$ cat src/rtl/mulop_pkg.sv
// Shared types and limits for the mulop_pipe arithmetic pipeline.
package mulop_pkg;

  typedef enum logic [1:0] {
    OpMul    = 2'd0,
    OpAdd    = 2'd1,
    OpMac    = 2'd2,
    OpClrAcc = 2'd3
  } op_t;

  localparam int unsigned STAGES_MAX = 4;

endpackage

$ cat src/rtl/mulop_stage.sv
// One pipeline register holding valid, result and overflow flag; holds when en_i is low.
module mulop_stage
  import mulop_pkg::*;
#(
  parameter int unsigned N = 8
) (
  input  logic         clk_i,
  input  logic         rst_ni,
  input  logic         en_i,
  input  logic         valid_i,
  input  logic [N-1:0] out_i,
  input  logic         ovf_i,
  output logic         valid_o,
  output logic [N-1:0] out_o,
  output logic         ovf_o
);

  logic         valid_d, valid_q;
  logic [N-1:0] out_d, out_q;
  logic         ovf_d, ovf_q;

  always_comb begin
    valid_d = valid_q;
    out_d   = out_q;
    ovf_d   = ovf_q;
    if (en_i) begin
      valid_d = valid_i;
      out_d   = out_i;
      ovf_d   = ovf_i;
    end
  end

  always_ff @(posedge clk_i or negedge rst_ni) begin
    if (!rst_ni) begin
      valid_q <= 1'b0;
      out_q   <= '0;
      ovf_q   <= 1'b0;
    end else begin
      valid_q <= valid_d;
      out_q   <= out_d;
      ovf_q   <= ovf_d;
    end
  end

  assign valid_o = valid_q;
  assign out_o   = out_q;
  assign ovf_o   = ovf_q;

endmodule

$ cat src/rtl/mult.sv
// Signed W x W -> 2W multiplier; p selects internal pipelining, only p = 0 is provided here.
module mult #(
  parameter int unsigned W = 8,
  parameter int unsigned p = 0
) (
  input  logic signed [W-1:0]   a_i,
  input  logic signed [W-1:0]   b_i,
  output logic signed [2*W-1:0] prod_o
);

  if (p != 0) begin : g_p_check
    $error("mult: only the combinational variant (p = 0) is available");
  end

  assign prod_o = a_i * b_i;

endmodule

$ cat src/rtl/mulop_pipe.sv
// Pipelined signed MUL/ADD/MAC/CLRACC unit with accumulator and overflow flag.
// Define MULOP_SAT_EN to saturate out-of-range results instead of wrapping them.
module mulop_pipe
  import mulop_pkg::*;
#(
  parameter int unsigned N      = 8,
  parameter int unsigned STAGES = 2
) (
  input  logic         Clock,
  input  logic         nReset,
  input  logic         InValid,
  output logic         InReady,
  input  logic [1:0]   Op,
  input  logic [N-1:0] A,
  input  logic [N-1:0] B,
  output logic         OutValid,
  input  logic         OutReady,
  output logic [N-1:0] Out,
  output logic         Ovf
);

  localparam int unsigned XW = 2 * N + 1;
  localparam logic signed [XW-1:0] MaxV = {{(N + 2){1'b0}}, {(N - 1){1'b1}}};
  localparam logic signed [XW-1:0] MinV = {{(N + 2){1'b1}}, {(N - 1){1'b0}}};

  if (STAGES < 1 || STAGES > STAGES_MAX || N < 4 || N > 32) begin : g_param_check
    $error("mulop_pipe: parameter out of range");
  end

  op_t  op;
  logic stall, accept;

  assign op      = op_t'(Op);
  assign stall   = OutValid && !OutReady;
  assign InReady = !stall;
  assign accept  = InValid && InReady;

  logic signed [N-1:0]   acc_d, acc_q;
  logic signed [N-1:0]   mul_b;
  logic signed [2*N-1:0] prod;

  // ADD reuses the multiplier: A * 1 plus B on the accumulate path.
  assign mul_b = (op == OpAdd) ? {{(N - 1){1'b0}}, 1'b1} : B;

  mult #(
    .W (N),
    .p (0)
  ) u_mult (
    .a_i    (A),
    .b_i    (mul_b),
    .prod_o (prod)
  );

  logic signed [XW-1:0] addend, exact;
  logic                 ovf_raw;
  logic [N-1:0]         red, res_out;
  logic                 res_ovf;

  always_comb begin
    case (op)
      OpAdd:   addend = {{(N + 1){B[N-1]}}, B};
      OpMac:   addend = {{(N + 1){acc_q[N-1]}}, acc_q};
      default: addend = '0;
    endcase
    exact   = {prod[2*N-1], prod} + addend;
    ovf_raw = (exact > MaxV) || (exact < MinV);
`ifdef MULOP_SAT_EN
    if (ovf_raw) begin
      red = exact[XW-1] ? {1'b1, {(N - 1){1'b0}}} : {1'b0, {(N - 1){1'b1}}};
    end else begin
      red = exact[N-1:0];
    end
`else
    red = exact[N-1:0];
`endif
    res_out = red;
    res_ovf = ovf_raw;
    if (op == OpClrAcc) begin
      res_out = '0;
      res_ovf = 1'b0;
    end
  end

  always_comb begin
    acc_d = acc_q;
    if (accept) begin
      if (op == OpMac)    acc_d = red;
      if (op == OpClrAcc) acc_d = '0;
    end
  end

  always_ff @(posedge Clock or negedge nReset) begin
    if (!nReset) acc_q <= '0;
    else         acc_q <= acc_d;
  end

  logic [STAGES:0]        st_valid, st_ovf;
  logic [STAGES:0][N-1:0] st_out;

  assign st_valid[0] = InValid;
  assign st_out[0]   = res_out;
  assign st_ovf[0]   = res_ovf;

  // All stages share one enable so a stall freezes the whole pipe, bubbles included.
  for (genvar i = 0; i < STAGES; i++) begin : g_stage
    mulop_stage #(
      .N (N)
    ) u_stage (
      .clk_i   (Clock),
      .rst_ni  (nReset),
      .en_i    (InReady),
      .valid_i (st_valid[i]),
      .out_i   (st_out[i]),
      .ovf_i   (st_ovf[i]),
      .valid_o (st_valid[i+1]),
      .out_o   (st_out[i+1]),
      .ovf_o   (st_ovf[i+1])
    );
  end

  assign OutValid = st_valid[STAGES];
  assign Out      = st_out[STAGES];
  assign Ovf      = st_ovf[STAGES];

endmodule

$ cat config.mk
export PLATFORM = sky130hd
export DESIGN_NAME = mulop_pipe
export DESIGN_NICKNAME = d
export VERILOG_FILES = /design/src/rtl/mulop_pkg.sv /design/src/rtl/mulop_stage.sv /design/src/rtl/mult.sv /design/src/rtl/mulop_pipe.sv
export SDC_FILE = /design/constraint.sdc
export NUM_CORES = 1
export LEC_CHECK = 0
export BUFFER_PORTS_ARGS = -buffer_cell sky130_fd_sc_hd__buf_2
export CAP_MARGIN = 20
export CORE_ASPECT_RATIO = 0.7
export CORE_UTILIZATION = 55
export CTS_CLUSTER_DIAMETER = 80
export DETAILED_ROUTE_END_ITERATION = 10
export PLACE_DENSITY = 0.83
export SYNTH_ARGS = -nofsm -noshare
export SYNTH_HDL_FRONTEND = slang
export SYNTH_SLANG_ARGS = --single-unit
$ cat constraint.sdc
create_clock -name Clock -period 5.15 [get_ports Clock]
set_clock_uncertainty 0.1 [all_clocks]
set_input_delay 0.515 -clock Clock [delete_from_list [all_inputs] [get_ports Clock]]
set_output_delay 0.515 -clock Clock [all_outputs]
set_load 0.01 [all_outputs]
**After elaboration in Yosys (flattened, before gate mapping)**

Cells that the tools add are included.

- Word-level logic and storage cells: 27
- Output and inout port bits: 11
- Input port bits: 22
- Register bits after elaboration: 28

- Magnitude comparators: 2
- Multiplexer cells: 6
- Multiply operators: 1
- Reduce and logical (&&, ||, !) cells: 7
- Eq/ne operators: 3
- Add/subtract/negate cells: 1

Operators with widths:

| operator | number |
|---|---|
| case mux 17 bit (2 select lines) | 1 |
| 2-to-1 mux 8 bit | 4 |
| adder 17 bit | 1 |
| greater-than comparator 17 x 8 -> 1 bit (second input constant) | 1 |
| < comparator 17 x 8 -> 1 bit (second input constant) | 1 |
| multiplier 8 x 8 -> 16 bit | 1 |
| equality test 2 bit (second input constant) | 2 |
| equality test 2 x 1 -> 1 bit (second input constant) | 1 |
| logical AND 1 bit | 2 |
| zero test 1 bit | 2 |
| AND reduction 2 bit | 1 |
| nonzero test 2 bit | 1 |
| logical OR 1 bit | 1 |
| 2-to-1 mux 1 bit | 1 |

**Longest topological paths before layout**

- Depth after elaboration: 7
- Mapped depth: 32
- Gate-level depth less buffers: 31

**Cells and area by module**

From an unflattened synthesis, not the netlist that was laid out.

- Cell total of the unflattened synthesis: 503
- Area, all modules: 4815.9 um^2

By module, submodules not included:

| module | sequential area each (um^2) | instances | area an instance (um^2) | cells each |
|---|---|---|---|---|
| mult | 0.0 | 1 | 2536.2 | 289 |
| mulop_pipe | 200.2 | 1 | 1456.4 | 172 |
| mulop_stage | 250.2 | 2 | 411.6 | 21 |

**Least setup slack after synthesis**

OpenSTA, ideal clock, no wires.

- Kind: input to register
- Start: in Op[1]
- End: reg g_stage[0].u_stage.ovf_q
- Setup time: 132 ps
- Arrival time: 6289 ps
- Buffers on the path: 2
- Stages: 26
- Required time: 4918 ps
- Slack: -1371 ps
- Path through: inv_1 ha_1 nand2b_1 clkbuf_1 or2_2 fa_1 fa_1 fa_1 fa_1 inv_1 ha_1 nor2b_1 o211ai_1 nand2_1 a21oi_1 xnor2_1 ha_1 buf_4 nand2_1 a21oi_1 a2111oi_0 o22a_2 xor2_1 nand4_1 nor4b_1 o21ai_1

- Word-level cells in the longest chain between the ends: 7
- Elaborated cells between the ends (all ways): 11
- Those cells by class: add/sub: 1; mul: 1; order compare: 2; eq/ne: 3; mux: 3; reduce/logical: 1

RTL lines:

| item | RTL line | RTL |
|---|---|---|
| start, declared | mulop_pipe.sv:13 | `input logic [1:0] Op,` |
| equality test 2 x 1 -> 1 bit | mulop_pipe.sv:43, mulop_pipe.sv:60 |  |
| 2-to-1 mux 8 bit | mulop_pipe.sv:43 | `assign mul_b = (op == OpAdd) ? {{(N - 1){1'b0}}, 1'b1} : B;` |
| multiplier 8 x 8 -> 16 bit | mult.sv:15 | `assign prod_o = a_i * b_i;` |
| adder 17 bit | mulop_pipe.sv:65 | `exact = {prod[2*N-1], prod} + addend;` |
| greater-than comparator 17 x 8 -> 1 bit or < comparator 17 x 8 -> 1 bit (tied branches) | mulop_pipe.sv:66 | `ovf_raw = (exact > MaxV) \|\| (exact < MinV);` |
| logical OR 1 bit | mulop_pipe.sv:66 |  |
| 2-to-1 mux 1 bit * | mulop_pipe.sv:78 | `if (op == OpClrAcc) begin` |
| end signal, assigned | mulop_stage.sv:41 | `ovf_q <= ovf_d;` |
| end, declared | mulop_stage.sv:20 | `logic ovf_d, ovf_q;` |

Every way passes the cells marked *; elsewhere a longest branch is shown, timed or not.
A chain may end at the register's enable or synchronous reset.

**Final worst setup path**

Same ends and word-level chain as after synthesis.

==> run_summary.xml <==
<?xml version="1.0" encoding="UTF-8"?>
<metrics>
  <group name="floorplanning">
    <metric name="starting_utilization_of_the_core_area" unit="%">56.8</metric>
    <metric name="floorplan.rows" unit="">28</metric>
    <metric name="fp.dieArea" unit="mm2">0.00911</metric>
    <metric name="placeableCoreArea" unit="mm2">0.00844</metric>
    <metric name="die-height" unit="um">80.1</metric>
    <metric name="pin_count" unit="">33</metric>
    <metric name="die-width" unit="um">114</metric>
  </group>
  <group name="final_layout">
    <metric name="layout.cells.non_filler" unit="">800</metric>
    <metric name="sequential_standard_cell_area" unit="um2">701</metric>
    <metric name="layout_net_count" unit="">807</metric>
    <metric name="synthToLayoutAreaGrowth" unit="%">41.8</metric>
    <metric name="stdcell_area" unit="mm2">0.00680</metric>
    <metric name="final.fill_count" unit="">412</metric>
    <metric name="insertedDiodeCount" unit="">0</metric>
    <metric name="layout-drive-gt1-share" unit="%">44.6</metric>
    <metric name="multi_input_comb_area" unit="mm2">0.00427</metric>
  </group>
  <group name="sta">
    <metric name="max_fclk" unit="GHz">0.149</metric>
    <metric name="period_share" unit="%">130</metric>
    <metric name="setup_slack" unit="ns">-1.57</metric>
    <metric name="timing.final.setup_violations" unit="">5</metric>
    <metric name="report.final.hold_viol_count" unit="">0</metric>
    <metric name="tightest_slew" unit="ns">1.16</metric>
    <metric name="totalNegativeSetupSlack" unit="ns">-2.47</metric>
    <metric name="finalMaxSlewViolations" unit="">0</metric>
    <metric name="max_slew_margin" unit="%">22.6</metric>
    <metric name="rsz0062_at_grt" unit="">yes</metric>
    <metric name="final_hold_slack" unit="ns">0.185</metric>
    <metric name="finalWorstPathRequiredPeriod" unit="ns">6.72</metric>
  </group>
  <group name="place">
    <metric name="placed_area" unit="mm2">0.00589</metric>
    <metric name="place_inst" unit="">754</metric>
    <metric name="routabilityCongestion" unit="">0.923</metric>
    <metric name="dp_hpwl" unit="mm">9.95</metric>
    <metric name="port_buffers" unit="">32</metric>
  </group>
  <group name="yosys">
    <metric name="netlist_area" unit="mm2">0.00480</metric>
    <metric name="post_synth_edffs" unit="">0</metric>
    <metric name="yosys_warnings" unit="">0</metric>
    <metric name="synth_cell_type_count" unit="">65</metric>
    <metric name="ys_async_sr_fraction" unit="%">100</metric>
    <metric name="synth_fp_nets" unit="">654</metric>
    <metric name="synth-main-ff-cell" unit="">dfrtp_1</metric>
    <metric name="ys_seq_area_share" unit="%">14.6</metric>
    <metric name="synthesized_instance_count" unit="">528</metric>
    <metric name="mapped_avg_cell_area" unit="um2">9.09</metric>
    <metric name="ys_seq_elements" unit="">28</metric>
  </group>
  <group name="routing">
    <metric name="routed_wl" unit="mm">18.6</metric>
    <metric name="firstDrtPassIters" unit="">6</metric>
    <metric name="wl_per_cell" unit="um">23.3</metric>
    <metric name="number_of_vias_after_detailed_routing" unit="">5046</metric>
    <metric name="dr.first_iter.drc_count" unit="">522</metric>
    <metric name="vias_per_cell" unit="">6.31</metric>
    <metric name="final_antenna_violating_net_count" unit="">0</metric>
    <metric name="drc_errors" unit="">0</metric>
  </group>
  <group name="clock_network">
    <metric name="htreeDepth" unit="">1</metric>
    <metric name="cts_sinks" unit="">28</metric>
    <metric name="clock_tree.root_cell" unit="">clkbuf_16</metric>
    <metric name="cts.path.max_buffers" unit="">2</metric>
    <metric name="clkLatencyLatePin" unit="ns">0.27</metric>
    <metric name="cts_tree" unit="">built</metric>
    <metric name="cts_bufs_inserted" unit="">3</metric>
    <metric name="holdBufCountCts" unit="">0</metric>
    <metric name="clock_slew_at_reported_path_ffs" unit="ns">0.07</metric>
  </group>
  <group name="global_routing">
    <metric name="grt_max_degree" unit="">29</metric>
    <metric name="gr-total-overflow" unit="">0</metric>
    <metric name="grt_antenna_before_repair" unit="">0</metric>
    <metric name="first_pass_grt_wire_length" unit="mm">25.0</metric>
    <metric name="vias_in_the_first_global_route" unit="">5113</metric>
    <metric name="global_route.usage.total" unit="%">35.5</metric>
  </group>
  <group name="setup_path">
    <metric name="worst-endpoint-required" unit="ns">5.18</metric>
    <metric name="crit_family" unit="">adder cells</metric>
    <metric name="path_max_fanout" unit="">5</metric>
    <metric name="timing.critical_path.slowest_stage_cell" unit="">fa_1</metric>
    <metric name="critPathKind" unit="">input pin to flop</metric>
    <metric name="crit_arrival" unit="ns">6.75</metric>
    <metric name="max_stage_delay" unit="ns">0.56</metric>
    <metric name="worstSetupEndpointType" unit="">flop</metric>
    <metric name="critical_path.n_buffers_inverters" unit="">8</metric>
    <metric name="worst_setup_start_kind" unit="">input pin</metric>
  </group>
  <group name="worst_hold_path">
    <metric name="hp-class" unit="">input pin to async pin</metric>
  </group>
  <group name="run">
    <metric name="maxCapViolations" unit="">0</metric>
  </group>
  <group name="status">
    <metric name="outcome" unit="">finished with violations</metric>
    <metric name="violations" unit="">setup timing</metric>
  </group>
</metrics>
[per-layer routing]
metal | share of wire [%] | wire [um] | track usage [%]
met3 | 9.5 | 1780 | 6.11
met4 | 7.8 | 1450 | 19.3
met5 | 0 | 0 | 0
met1 | 36 | 6680 | 41.1
met2 | 47 | 8740 | 63.4
[per-stage QoR]
step,worst slack (ns),util [%]
after CTS,-0.979,76.9
after global placement,-1.30,69.7
after detailed placement,-1.55,69.7
final,-1.57,80.6
after global routing,-1.69,80.6
after floorplan,-0.855,-
[path summary, 6_finish.rpt]
path | slack [ns] | cells past startpoint | to | start
min in group Clock | 0.40 | 1 | g_stage[1].u_stage.out_o[1] | g_stage[1].u_stage.out_o[1]
max | -1.57 | 31 | g_stage[0].u_stage.ovf_o | Op[1]
min reg2reg | 0.40 | 1 | g_stage[1].u_stage.out_o[1] | g_stage[1].u_stage.out_o[1]
min | 0.18 | 1 | acc_q[1] | nReset
max reg2reg | 1.27 | 10 | g_stage[0].u_stage.ovf_o | acc_q[7]
max in group asynchronous | 4.33 | 1 | g_stage[0].u_stage.valid_o | nReset
[layout by cell type (no fill, tap or decap), types with 8 or more instances in the layout]
cell type | Yosys | final
and2_1 | 30 | 25
dfrtp_1 | 28 | 28
ha_1 | 48 | 31
nor2b_4 | 1 | 10
buf_2 | 0 | 30
fa_1 | 56 | 50
buf_4 | 1 | 114
nand2_1 | 35 | 29
buf_6 | 2 | 12
inv_1 | 101 | 82
inv_2 | 0 | 18
mux2_2 | 21 | 19
xnor2_1 | 15 | 14
a22oi_1 | 8 | 8
nor2_1 | 31 | 29
o21ai_0 | 13 | 9
ha_4 | 0 | 14
[synthesized netlist by cell type, drive strengths merged, types with 3 or more instances]
library cell	n	area (um2)
mux2i	3	30.0
inv	101	379
or2	6	37.5
a211oi	4	30.0
nor4b	3	26.3
ha	48	601
o41ai	3	52.6
a2111oi	3	45.1
o21a	5	38.8
dfrtp	28	701
o31ai	5	37.5
nor2b	21	139
nor2	31	116
a22oi	8	60.1
nor3	8	40.0
o311ai	3	26.3
nand2	35	131
a21o	5	38.8
nand4	3	18.8
o21ai	17	85.1
clkbuf	8	40.0
a31oi	3	25.0
buf	3	30.0
nand3	4	20.0
and2	31	195
xor2	5	43.8
fa	56	1120
mux2	21	236
a21oi	14	73.8
xnor2	15	131
[sequential cells by signal, indices dropped and copies added, names as in the netlist]
name,flops
g_stage.u_stage.ovf_o,2
acc_q,8
g_stage.u_stage.out_o,16
g_stage.u_stage.valid_o,2
[area by class of cell]
type | count | share of cell area [%]
tap | 120 | 2.21
sequential | 28 | 10.3
multi-input combinational | 388 | 62.7
clock buffer | 3 | 1.10
inverter | 101 | 5.61
clock inverter | 1 | 0.442
timing repair buffer | 159 | 17.6
[worst register-to-register path, stage by stage (launching register included)]
cell and delay (ns):
dfrtp_1 0.40, a22oi_1 0.12, nor2_1 0.90, ha_1 0.48, a21oi_2 0.28, o21ai_1 0.22
a2111oi_4 0.27, o21ai_1 0.15, a2111o_1 0.40, o41ai_2 0.29, o21ai_1 0.14
[cells by family (layout without fill, tap and decap cells)]
logic type / Yosys count / count (layout) / synth area share, %
AO/OA/AOI/OAI: 87 / 87 / 14.0
XOR/XNOR: 20 / 20 / 3.65
adder cells (fa/ha/maj): 104 / 104 / 35.9
buffers and inverters: 112 / 264 / 9.36
flip-flops: 28 / 28 / 14.6
multiplexers: 24 / 24 / 5.56
AND/OR/NAND/NOR: 153 / 153 / 16.9
[what timing repair did]
action	in CTS	in global routing
setup endpoints to repair	5	5
resized for setup	66	38
buffers inserted	29	13
pin swaps	49	32
cloned	0	0
Power is not shown: default switching activity piles up to over one toggle a cycle in this logic, so the estimate is an artifact.
